**config.mk**
```make
export PLATFORM = sky130hd
export DESIGN_NAME = ros2_app_data_loader
export DESIGN_NICKNAME = d
export VERILOG_FILES = /design/src/rtl/ros2_app_data_loader.sv
export SDC_FILE = /design/constraint.sdc
export NUM_CORES = 1
export LEC_CHECK = 0
export BUFFER_PORTS_ARGS = -buffer_cell sky130_fd_sc_hd__buf_2
export CORE_MARGIN = 2
export CORE_UTILIZATION = 43
export DETAILED_ROUTE_END_ITERATION = 7
export PLACE_DENSITY = 0.72
export SETUP_SLACK_MARGIN = 0.2
export SYNTH_ARGS = -nofsm -noshare
export SYNTH_HDL_FRONTEND = slang
export SYNTH_SLANG_ARGS = --single-unit
```
**constraint.sdc**
```tcl
create_clock -name clk -period 3.3 [get_ports clk]
set_input_delay 0.495 -clock clk [delete_from_list [all_inputs] [get_ports clk]]
set_output_delay 0.495 -clock clk [all_outputs]
set_load 0.02 [all_outputs]
```
**src/rtl/ros2_app_data_loader.sv**
```systemverilog
// CPU-side byte-stream loader for the ROS2 app-data register bank, arbitrated by a req/grant/rel handshake.
// Optional idle-timeout forced commit is enabled by defining ROS2_APP_DATA_LOADER_TIMEOUT_EN.
module ros2_app_data_loader #(
    parameter int MAX_LEN        = 64,
    parameter int TIMEOUT_CYCLES = 1024
) (
    input  logic                 clk,
    input  logic                 rst_n,
    input  logic [7:0]           s_tdata,
    input  logic                 s_tvalid,
    output logic                 s_tready,
    input  logic                 s_tlast,
    output logic                 app_data_cpu_req,
    output logic                 app_data_cpu_rel,
    input  logic                 app_data_cpu_grant,
    output logic [MAX_LEN*8-1:0] app_data,
    output logic [7:0]           app_data_len,
    output logic                 busy,
    output logic                 done,
    output logic                 overflow,
    output logic                 timeout
);

    if (MAX_LEN < 1 || MAX_LEN > 255) begin : g_bad_max_len
        $error("MAX_LEN must be in 1..255");
    end
    if (TIMEOUT_CYCLES < 1 || TIMEOUT_CYCLES > 65535) begin : g_bad_timeout
        $error("TIMEOUT_CYCLES must fit the 16-bit idle counter");
    end

    localparam logic [7:0] MAX_B = 8'(MAX_LEN);

    typedef enum logic [2:0] {IDLE, REQ, LOAD, REL, DRAIN} state_t;

    state_t     state;
    logic [7:0] idx;
    logic [7:0] mem [MAX_LEN];
    logic       accept;
    logic       idle_hit;

    // Byte count after one more accepted beat, pinned at capacity.
    function automatic logic [7:0] sat_inc(input logic [7:0] v);
        return (v < MAX_B) ? v + 8'd1 : MAX_B;
    endfunction

    assign s_tready = (state == LOAD) && app_data_cpu_grant;
    assign accept   = s_tready && s_tvalid;
    assign busy     = (state != IDLE);

    for (genvar i = 0; i < MAX_LEN; i++) begin : g_lane
        assign app_data[8*i +: 8] = mem[i];
    end

`ifdef ROS2_APP_DATA_LOADER_TIMEOUT_EN
    localparam logic [15:0] TO_LAST = 16'(TIMEOUT_CYCLES - 1);

    logic [15:0] idle_cnt;
    logic        timeout_q;

    // Only cycles with the grant held and no beat taken count as idle.
    assign idle_hit = (state == LOAD) && app_data_cpu_grant && !accept && (idle_cnt == TO_LAST);
    assign timeout  = timeout_q;

    always_ff @(posedge clk or negedge rst_n) begin
        if (!rst_n) begin
            idle_cnt  <= '0;
            timeout_q <= 1'b0;
        end else begin
            if (state != LOAD || accept)
                idle_cnt <= '0;
            else if (app_data_cpu_grant)
                idle_cnt <= idle_cnt + 16'd1;

            if (state == IDLE && s_tvalid)
                timeout_q <= 1'b0;
            else if (idle_hit)
                timeout_q <= 1'b1;
        end
    end
`else
    assign idle_hit = 1'b0;
    assign timeout  = 1'b0;
`endif

    always_ff @(posedge clk or negedge rst_n) begin
        if (!rst_n) begin
            state            <= IDLE;
            idx              <= '0;
            app_data_len     <= '0;
            app_data_cpu_req <= 1'b0;
            app_data_cpu_rel <= 1'b0;
            done             <= 1'b0;
            overflow         <= 1'b0;
            for (int i = 0; i < MAX_LEN; i++)
                mem[i] <= '0;
        end else begin
            app_data_cpu_rel <= 1'b0;
            done             <= 1'b0;
            case (state)
                IDLE: begin
                    if (s_tvalid) begin
                        state            <= REQ;
                        app_data_cpu_req <= 1'b1;
                        idx              <= '0;
                        overflow         <= 1'b0;
                    end
                end
                REQ: begin
                    if (app_data_cpu_grant) begin
                        state            <= LOAD;
                        app_data_cpu_req <= 1'b0;
                    end
                end
                LOAD: begin
                    if (accept) begin
                        for (int i = 0; i < MAX_LEN; i++)
                            if (idx == 8'(i))
                                mem[i] <= s_tdata;
                        if (idx >= MAX_B)
                            overflow <= 1'b1;
                        idx <= sat_inc(idx);
                        if (s_tlast) begin
                            app_data_len     <= sat_inc(idx);
                            state            <= REL;
                            app_data_cpu_rel <= 1'b1;
                            done             <= 1'b1;
                        end
                    end else if (idle_hit) begin
                        // idx is already saturated, so it is the stored byte count.
                        app_data_len     <= idx;
                        state            <= REL;
                        app_data_cpu_rel <= 1'b1;
                        done             <= 1'b1;
                    end
                end
                REL:     state <= DRAIN;
                DRAIN:   if (!app_data_cpu_grant) state <= IDLE;
                default: state <= IDLE;
            endcase
        end
    end

endmodule

```
==> out/metrics.yaml <==
status: "finished clean"
synth.cell_area_um2: 20500
irDropWorstVdd_mv: 0.422
cts_resized: 0
dr_total_vias: 13100
startpoint_type: "flip-flop"
synth_ff_type: "dfrtp_1"
place_ws_ps: 524
max-cap-violations: 0
hp-class: "primary input to flip-flop"
min_period_ps: 2700
overflow: 0
cts_sinks: 534
max_slew_margin: 0.370
gp_congestion: 0.796
die_w_um: 222
fin_nets: 1859
rsz0062_at_grt: "false"
p_leak_nw: 15.0
synth_fp_nets: 1323
clock_skew_ps: 10.4
path_class: "flip-flop to flip-flop"
ys_ff_latch: 534
syn_inst: 1306
wl_per_cell_um: 24.6
cts_made_buffers: 54
critical_path.max_fanout: 16
yosysWarnings: 0
first_iter_violations: 661
viasPerCell: 5.28
die_h_um: 222
hpwl_mm: 42.1
cts_tree: "yes"
setup_violations: 0
clockBufferDepth: 3
async_reset_ff_frac: 1.00
synth_top_area_frac: 0.652
synth_area_leaders: "dfrtp_1 65%, mux2_2 27%, clkbuf_1 1.3%"
grt_pass1_vias: 13800
finalHoldViolations: 0
yosys.area.top_type: "dfrtp_1"
initial_utilization: 0.438
dpl-instance-area_um2: 24000
ys_types: 45
setup_slack_ps: 600
die-area_um2: 49400
diodes: 0
max_slew.worst_pin.slew_ps: 945
core-area_um2: 46800
avgSynthCellArea_um2: 15.7
r2r_setup_slack_ps: 600
worstPathArrival_ps: 3170
post_cts_buffers: 0
powerDensity_nw_per_um2: 562
cts_htree_levels: 2
gr-usage-all-layers: 0.245
ant_nets: 0
setup_tns_ps: 0
syn2layout_area_growth_pct: 25.8
drt-pass1-iter-count: 4
drcViolationCount: 0
wl_mm: 61.2
end_kind: "flip-flop"
cp.required_ps: 3770
port-buffer-count: 538
antenna_found_initial: 0
drive_gt1_frac: 0.627
synth-edff-count: 0
grt_max_degree: 95
grt_pass1_wl_mm: 90.8
rows: 79
io_pins: 540
final_common_cell: "buf_2"
max_freq_ghz: 0.370
path_clk_slew_ps: 60
yosysSeqAreaShare: 0.652
fin_crit_sh: 0.818
root_buffer: "clkbuf_16"
layout_common_cells: "537 x buf_2, 534 x dfrtp_1, 500 x mux2_2"
clock_latency_ps: 600
drv_slew: 0
cts_hold_buf: 1
final_area_um2: 25800
final cells by class:
| cell class | count | area, µm² |
|---|---|---|
| well taps | 607 | 759 |
| repair buffers | 566 | 3050 |
| fillers | 3819 | 21000 |
| clock buffers | 80 | 1650 |
| flip-flops and latches | 534 | 13400 |
| inverters | 7 | 26.3 |
| clock inverters | 18 | 153 |
| multi-input cells | 679 | 6760 |
critical path, stage by stage, from the launching register on:
cell and delay, ps:
dfrtp_1 570, nand4bb_1 510, nor4_4 420, buf_4 300, nand2_1 360, mux2_2 400
registers in the layout (all words and copies together) (netlist names):
signal,cells
state,3
idx,8
app_data,512
app_data_len,8
app_data_cpu_req,1
overflow,1
done,1
power breakdown:
group          switching (mW)  internal (mW)
clock                    2.55           3.61
combinational           0.915          0.431
sequential              0.194           6.78
total                    3.66           10.8
metrics by stage:
step / cells / utilization / power (mW) / hold WS [ps]
after floorplan: 1306 / - / 7.79 / 199
after CTS: 2491 / 0.551 / 14.6 / 229
after global routing: 2491 / 0.551 / 15.0 / 268
after detailed placement: 2392 / 0.512 / 8.45 / 471
final: 2491 / 0.551 / 14.5 / 275
after global placement: 2392 / 0.512 / 8.41 / 465
final timing paths:
kind                                       from               end  depth (start not counted)
worst max-delay path                   state[1]     app_data[375]                          5
worst min register to register  app_data_len[5]   app_data_len[5]                          2
worst min-delay path                   s_tvalid  app_data_cpu_req                          3
max in group asynchronous                 rst_n     app_data[481]                          3
min in group asynchronous                 rst_n     app_data[147]                          2
worst max register to register         state[1]     app_data[375]                          5
layer usage:
layer  routed length [µm]  vias up  GRT usage
met2                29900      443      0.409
li1                     -     5626          -
met3                 3790      124     0.0608
met1                25200     6954      0.305
met4                 2380        0      0.101
met5                    0        -          0
Yosys cell counts (6+ instances only):
cell,count
mux2_1,14
dfrtp_1,534
nand2_2,22
inv_1,6
and2_1,6
nor2_1,12
buf_1,8
clkbuf_1,71
and2_0,8
mux2_2,500
nand2_1,52
nand2b_1,6
logic make-up (layout without fill, tap and decap cells):
| kind of cell | Yosys count | count (layout) | synth area share |
|---|---|---|---|
| other | 1 | 1 | 0.000183 |
| muxes | 515 | 515 | 0.283 |
| AOI/OAI and AO/OA | 26 | 26 | 0.00849 |
| xor gates and xnor gates | 3 | 3 | 0.00128 |
| buffers and inverters | 93 | 671 | 0.0180 |
| and+or+nand+nor | 130 | 130 | 0.0345 |
| adders and majority gates | 4 | 4 | 0.00244 |
| DFF | 534 | 534 | 0.652 |
(Power assumes the default switching activity.)
